--- config.mk ---
export PLATFORM = sky130hd
export DESIGN_NAME = data_mem_mmio
export DESIGN_NICKNAME = d
export VERILOG_FILES = /design/src/rtl/data_mem_mmio.sv
export SDC_FILE = /design/constraint.sdc
export NUM_CORES = 2
export LEC_CHECK = 0
export CAP_MARGIN = 20
export CORE_MARGIN = 2
export CORE_UTILIZATION = 65
export DETAILED_ROUTE_END_ITERATION = 6
export PLACE_DENSITY = 0.82
export SETUP_SLACK_MARGIN = 0.05
export SKIP_LAST_GASP = 1
export SLEW_MARGIN = 20
export SYNTH_ARGS = -nofsm -noshare
export SYNTH_HDL_FRONTEND = slang
export SYNTH_SLANG_ARGS = --single-unit
--- constraint.sdc ---
create_clock -name clk -period 8 [get_ports clk]
set_clock_uncertainty 0.05 [all_clocks]
set_input_delay 1.6 -clock clk [delete_from_list [all_inputs] [get_ports clk]]
set_output_delay 1.6 -clock clk [all_outputs]
set_load 0.05 [all_outputs]
--- src/rtl/data_mem_mmio.sv ---
// Data-memory stage for the single-cycle core: word RAM plus a memory-mapped
// timer/cycle-counter peripheral. Loads are combinational and stores commit
// on the rising edge. All state is cleared by an asynchronous active-low reset.
module data_mem_mmio #(
  parameter int unsigned DEPTH_WORDS = 64,
  parameter logic [31:0] MMIO_BASE   = 32'hFFFF_0000
) (
  input  logic        clk,
  input  logic        rst,
  input  logic        WE,
  input  logic [31:0] A,
  input  logic [31:0] WD,
  output logic [31:0] RD,
  output logic        misaligned,
  output logic        timer_irq
);

  localparam int unsigned AW        = $clog2(DEPTH_WORDS);
  localparam logic [31:0] RAM_BYTES = 32'(DEPTH_WORDS * 4);

  // Peripheral register word offsets (A[5:2])
  localparam logic [3:0] OFF_CTRL   = 4'd0;
  localparam logic [3:0] OFF_LOAD   = 4'd1;
  localparam logic [3:0] OFF_COUNT  = 4'd2;
  localparam logic [3:0] OFF_STATUS = 4'd3;
  localparam logic [3:0] OFF_CYCLES = 4'd4;

  logic [31:0] mem_q [DEPTH_WORDS];

  logic        en_q, en_d;
  logic        auto_reload_q, auto_reload_d;
  logic        irq_en_q, irq_en_d;
  logic        expired_q, expired_d;
  logic [31:0] load_q, load_d;
  logic [31:0] count_q, count_d;
  logic [31:0] cycles_q, cycles_d;

  logic          ram_hit, mmio_hit;
  logic [AW-1:0] ram_idx;
  logic [3:0]    reg_off;
  logic          store_ok, ram_we, mmio_we;
  logic          ctrl_wr, load_wr, status_wr, cycles_wr;
  logic          hw_fire;

  // Address decode; the low two address bits never select a different word.
  assign misaligned = |A[1:0];
  assign ram_hit    = (A < RAM_BYTES);
  assign mmio_hit   = (A[31:6] == MMIO_BASE[31:6]);
  assign ram_idx    = A[AW+1:2];
  assign reg_off    = A[5:2];

  // Misaligned stores are dropped entirely; unmapped stores fall through.
  assign store_ok   = WE & ~misaligned;
  assign ram_we     = store_ok & ram_hit;
  assign mmio_we    = store_ok & ~ram_hit & mmio_hit;
  assign ctrl_wr    = mmio_we & (reg_off == OFF_CTRL);
  assign load_wr    = mmio_we & (reg_off == OFF_LOAD);
  assign status_wr  = mmio_we & (reg_off == OFF_STATUS);
  assign cycles_wr  = mmio_we & (reg_off == OFF_CYCLES);

  assign timer_irq  = expired_q & irq_en_q;

  // One storage word per generate slot, cleared by reset, written on an index match
  for (genvar gi = 0; gi < int'(DEPTH_WORDS); gi++) begin : g_ram
    localparam logic [AW-1:0] IDX = AW'(gi);
    // Commit a store to this word on the clock edge
    always_ff @(posedge clk or negedge rst) begin
      if (!rst) begin
        mem_q[gi] <= '0;
      end else if (ram_we && (ram_idx == IDX)) begin
        mem_q[gi] <= WD;
      end
    end
  end

  // Combinational load path: RAM word, peripheral register, or zero
  always_comb begin
    RD = '0;
    if (ram_hit) begin
      RD = mem_q[ram_idx];
    end else if (mmio_hit) begin
      case (reg_off)
        OFF_CTRL:   RD = {29'd0, irq_en_q, auto_reload_q, en_q};
        OFF_LOAD:   RD = load_q;
        OFF_COUNT:  RD = count_q;
        OFF_STATUS: RD = {31'd0, expired_q};
        OFF_CYCLES: RD = cycles_q;
        default:    RD = '0;
      endcase
    end
  end

  // Timer and cycle-counter next state; later assignments carry the higher priority
  always_comb begin
    en_d          = en_q;
    auto_reload_d = auto_reload_q;
    irq_en_d      = irq_en_q;
    expired_d     = expired_q;
    load_d        = load_q;
    count_d       = count_q;
    hw_fire       = 1'b0;

    if (load_wr) begin
      load_d  = WD;
      count_d = WD;
    end else if (en_q) begin
      if (count_q != 32'd0) begin
        count_d = count_q - 32'd1;
      end else begin
        hw_fire = 1'b1;
        if (auto_reload_q) count_d = load_q;
        else               en_d    = 1'b0;
      end
    end

    // Software clear loses to a simultaneous hardware expiry
    if (status_wr && WD[0]) expired_d = 1'b0;
    if (hw_fire)            expired_d = 1'b1;

    // A CTRL write overrides the one-shot enable clear
    if (ctrl_wr) begin
      en_d          = WD[0];
      auto_reload_d = WD[1];
      irq_en_d      = WD[2];
    end

    cycles_d = cycles_wr ? WD : (cycles_q + 32'd1);
  end

  // Peripheral register state update
  always_ff @(posedge clk or negedge rst) begin
    if (!rst) begin
      en_q          <= 1'b0;
      auto_reload_q <= 1'b0;
      irq_en_q      <= 1'b0;
      expired_q     <= 1'b0;
      load_q        <= '0;
      count_q       <= '0;
      cycles_q      <= '0;
    end else begin
      en_q          <= en_d;
      auto_reload_q <= auto_reload_d;
      irq_en_q      <= irq_en_d;
      expired_q     <= expired_d;
      load_q        <= load_d;
      count_q       <= count_d;
      cycles_q      <= cycles_d;
    end
  end

endmodule
### Yosys cells after proc, flatten, opt, wreduce, memory -nomap -nowiden

Cells that the tools add are included.

| cells by class | value |
|---|---|
| bitwise logic cells | 12 |
| $lt $le $gt $ge | 2 |
| equal/unequal tests | 69 |
| add/sub/neg operators | 2 |
| multiplexer cells | 21 |
| reduce and logical (&&, ||, !) cells | 73 |

Operator list:

| kind | number |
|---|---|
| 32-bit two-way mux | 9 |
| 32-bit binary-select mux with 6-bit select | 1 |
| 6-bit == test (second input constant) | 32 |
| 32-bit one-hot mux with 5 select lines | 1 |
| 6-bit by 5-bit == test with 1-bit output (second input constant) | 16 |
| 1-bit logical AND | 65 |
| 6-bit by 4-bit == test with 1-bit output (second input constant) | 8 |
| 32-bit by 1-bit adder with 32-bit output (second input constant) | 1 |
| 32-bit by 9-bit < comparator with 1-bit output (second input constant) | 1 |
| 32-bit nonzero test | 1 |
| 32-bit by 1-bit subtractor with 32-bit output (second input constant) | 1 |
| 26-bit == test (second input constant) | 1 |
| 6-bit by 3-bit == test with 1-bit output (second input constant) | 4 |
| 6-bit by 2-bit == test with 1-bit output (second input constant) | 2 |
| 1-bit two-way mux | 10 |
| 1-bit AND | 9 |
| 4-bit by 2-bit == test with 1-bit output (second input constant) | 2 |
| 7-bit >= comparator (second input constant) | 1 |
| 6-bit inverter with 7-bit output | 1 |
| 6-bit by 1-bit == test with 1-bit output (second input constant) | 1 |
| 6-bit zero test | 1 |
| 4-bit by 1-bit == test with 1-bit output (second input constant) | 1 |
| 4-bit by 3-bit == test with 1-bit output (second input constant) | 1 |
| 4-bit zero test | 1 |
| other kinds (6) | 8 |

| storage, ports and cells | value |
|---|---|
| input port bits | 67 |
| output and inout port bits | 34 |
| bits in registers | 2,148 |
| word-level logic and storage cells | 250 |

### Longest topological paths before layout

| logic depth | value |
|---|---|
| depth after elaboration | 9 |
| mapped depth | 11 |
| mapped depth without buffers | 8 |

### Least setup slack after synthesis

No wires, ideal clock.

| path | value |
|---|---|
| path type | input to output |
| start point | input port A[3] |
| end point | output port RD[0] |
| data required time | 6.350 ns |
| slack | 2.360 ns |
| stages | 11 |
| arrival | 3.990 ns |
| path buffers | 6 |
| path through | buf_2 > buf_4 > buf_2 > buf_2 > buf_4 > buf_2 > mux4_2 > a22oi_1 > nor2_1 > a31oi_1 > nand4_1 |

| between the ends | value |
|---|---|
| longest elaborated chain between the ends | 5 |
| elaborated cells on any way between the ends | 13 |
| those cells by class | order compare: 1; eq/ne: 4; mux: 6; bitwise: 1; reduce/logical: 1 |

RTL lines:

| element | line | source |
|---|---|---|
| start: declaration | 11 | `input logic [31:0] A,` |
| 6-bit inverter with 7-bit output (not written as such) | 80 | `RD = mem_q[ram_idx];` |
| 32-bit binary-select mux with 6-bit select | 80 |  |
| 32-bit two-way mux (not written as such) (2 in series) | 80 |  |
| 32-bit two-way mux (*) | 79 | `if (ram_hit) begin` |
| end: declaration | 13 | `output logic [31:0] RD,` |

Mark *: on every way between the ends. The rest lies on a longest branch, timed or not. The select of a mux whose other input is x is not followed.

### Worst setup path after layout

| path | value |
|---|---|
| start point | input port A[11] |
| end point | output port RD[0] |

| between the ends | value |
|---|---|
| longest elaborated chain between the ends | 3 |
| elaborated cells on any way between the ends | 4 |
| those cells by class | order compare: 1; eq/ne: 1; mux: 2 |

RTL lines:

| element | line |
|---|---|
| parallel branches: the longest is 2 deep, another holds 32-bit by 9-bit < comparator with 1-bit output | - |
| 32-bit two-way mux (*) | 79 |

Mark *: on every way between the ends.

==> results.sh <==
export IMPL_status="finished with violations"
export IMPL_violations="design-rule violations"
export IMPL_hold_depth=2
export IMPL_cp_cell_sequence="clkdlybuf4s50_1 > nor4_1 > nand2_1 > nor3_2 > buf_4 > a31oi_1 > nand4_1 > clkdlybuf4s50_1"
export IMPL_clk_latency_ns=0.84
export IMPL_r2r_end="count_q[27]$_DFFE_PN0P_"
export IMPL_drv_cap=0
export IMPL_htreeDepth=4
export IMPL_power_density_nw_per_um2=200
export IMPL_critPathRequiredTime_ns=6.35
export IMPL_dp_cells=8477
export IMPL_grt_usage_pct=33.6
export IMPL_fin_cells=8858
export IMPL_hold_viol=0
export IMPL_hpwl_um=151000
export IMPL_use_met3_pct=8.03
export IMPL_ys_ff_latch=2148
export IMPL_area_delta_synth_final_pct=10.3
export IMPL_yosysUniqueCellTypes=68
export IMPL_path_class="primary input to output port"
export IMPL_vias_per_cell=6.87
export IMPL_rows=143
export IMPL_cts_sinks=2148
export IMPL_hold_path_class="flip-flop to flip-flop"
export IMPL_start_kind="primary input"
export IMPL_route_vias_total=60843
export IMPL_tns_ns=0
export IMPL_postRouteAntennaNets=0
export IMPL_drc=24
export IMPL_initial_utilization_pct=65.3
export IMPL_reg2reg_from="count_q[5]$_DFFE_PN0P_"
export IMPL_final_common_cell="dfrtp_1"
export IMPL_die_w_um=394
export IMPL_ios=101
export IMPL_r2r_cells=6
export IMPL_syn_inst=6838
export IMPL_numCtsBuffers=209
export IMPL_post_route_min_period_ns=7.20
export IMPL_synth_edf_count=0
export IMPL_layout_cells_most_common_list="dfrtp_1 (2148), mux2_2 (2014), mux4_2 (385)"
export IMPL_grt_pass1_wl_um=397000
export IMPL_maxSlewHeadroom_pct=20.2
export IMPL_clockBufferDepth=3
export IMPL_synth_area_um2=98800
export IMPL_arrival_ns=5.55
export IMPL_syn_nets=6908
export IMPL_cp_slowest_cell="clkdlybuf4s50_1"
export IMPL_grt_busiest_layer="met2"
export IMPL_grt_max_degree=203
export IMPL_nNetsFinal=6731
export IMPL_cp_max_fo=20
export IMPL_cts_tree="built"
export IMPL_min_period_over_period_pct=90.0
export IMPL_crit_path_max_incr_delay_ns=0.90
export IMPL_drive_above_1_share_pct=45.2
export IMPL_grt_pass1_vias=64338
export IMPL_tightestPinTransition_ns=1.20
export IMPL_dr_pass1_iters=7
export IMPL_ys_warn_count=0
export IMPL_async_flop_share_pct=100
export IMPL_setup_viol_count_final=0
export IMPL_met2_usage_pct=52.2
export IMPL_fmax_ghz=0.139
export IMPL_cts_root_buf="clkbuf_16"
export IMPL_r2r_slack_ns=4.28
export IMPL_peakVddDrop_v=0.000187
export IMPL_drt_total_wl_um=257000
export IMPL_synthFlopType="dfrtp_1"
export IMPL_avgSynthCellArea_um2=14.4
export IMPL_ys_seq_area_share_pct=54.4
export IMPL_cts_setup_buffers=0
export IMPL_overflow=0
export IMPL_use_met1_pct=46.4
export IMPL_hold_ws_ns=0.427
export IMPL_rsz0062_at_grt="no"
export IMPL_die_h_um=394
export IMPL_ctsHoldBuffers=0
export IMPL_place_congestion=0.924
export IMPL_clk_pin_slew_ns=0.06
export IMPL_critPathCaptureType="output port"
export IMPL_drt_wirelength_per_cell_um=29.0
export IMPL_p_total_mw=21.8
export IMPL_ctsResizeCount=0
export IMPL_antenna_found_initial=1
export IMPL_hold_end="mem_q[1856]$_DFFE_PN0P_"
export IMPL_coreArea_um2=151000
export IMPL_worstHoldStart="mem_q[1856]$_DFFE_PN0P_"
export IMPL_p_leak_nw=53.1
export IMPL_die_area_um2=155000
export IMPL_cp_common_cell="clkdlybuf4s50_1"
export IMPL_maxSlewViolCount=0
export IMPL_port_buffers=100
export IMPL_initialDrtViolationCount=5979
==> stage by stage <==
stage	setup slack, ns	utilization (%)	instance area, µm²
after floorplan	2.36	-	98800
after global placement	0.942	67.3	102000
after detailed placement	0.978	67.3	102000
after CTS	0.921	71.9	109000
after global routing	0.734	72.0	109000
final	0.798	72.0	109000
==> state kept, by name (all words and copies together), names as in the netlist <==
register and count:
auto_reload_q 1, count_q 32, cycles_q 32, en_q 1
expired_q 1, irq_en_q 1, load_q 32, mem_q 2048
==> power breakdown <==
group	total [mW]	internal, mW	switching (mW)
combinational	0.943	0.222	0.721
clock	9.97	5.81	4.16
sequential	10.9	10.9	0.00000247
total	21.8	16.9	4.88
==> synth_stat cells (66+ instances only) <==
cell type,n,share of area (%)
mux4_2,385,8.8
nor2_1,108,0.41
a22oi_1,197,1.5
buf_1,86,0.33
dfrtp_1,2148,54
buf_2,114,0.58
clkbuf_1,448,1.7
a21oi_1,66,0.33
mux2i_1,264,2.7
nor2b_1,68,0.43
nand2_1,217,0.82
o21ai_0,124,0.63
mux2_2,2014,23
==> cell type report <==
cell class                 instances  area [µm²]
timing repair buffer             300        3090
antenna                            1        2.50
clock inverter                    52         607
fill                            9446       42400
inverter                          14        55.1
multi-input combinational       3988       42500
tap                             2030        2540
clock buffer                     325        6350
sequential                      2148       53800
==> layer usage <==
metal	vias to the layer above	routed length, µm
met5	-	8
li1	25059	-
met1	32670	104000
met2	2525	121000
met4	2	10400
met3	587	22200
==> worst max path at each step <==
stage                      from  endpoint  slack [ns]  cells after the start
after floorplan            A[3]     RD[0]        2.36                     11
after global placement    A[11]     RD[0]        0.94                      8
after detailed placement  A[11]     RD[0]        0.98                      8
after CTS                 A[11]     RD[0]        0.92                      8
after global routing      A[11]     RD[0]        0.73                      8
final                     A[11]     RD[0]        0.80                      8
==> cell families after synthesis <==
kind of cell               after synthesis  synth area share (%)
muxes                                 2666                  34.4
DFF                                   2148                  54.4
buffers and inverters                  702                  2.96
AOI/OAI and AO/OA                      658                  4.74
and+or+nand+nor                        626                  3.09
xor gates and xnor gates                35                 0.310
adders and majority gates                3                0.0380
==> critical path, delay by kind of cell <==
kind                   cells  cell delay (ns)
AO/OA/AOI/OAI              1             0.17
buffers and inverters      3             1.67
AND/OR/NAND/NOR            4             2.10
No activity file was read; power rests on OpenSTA's default activity.
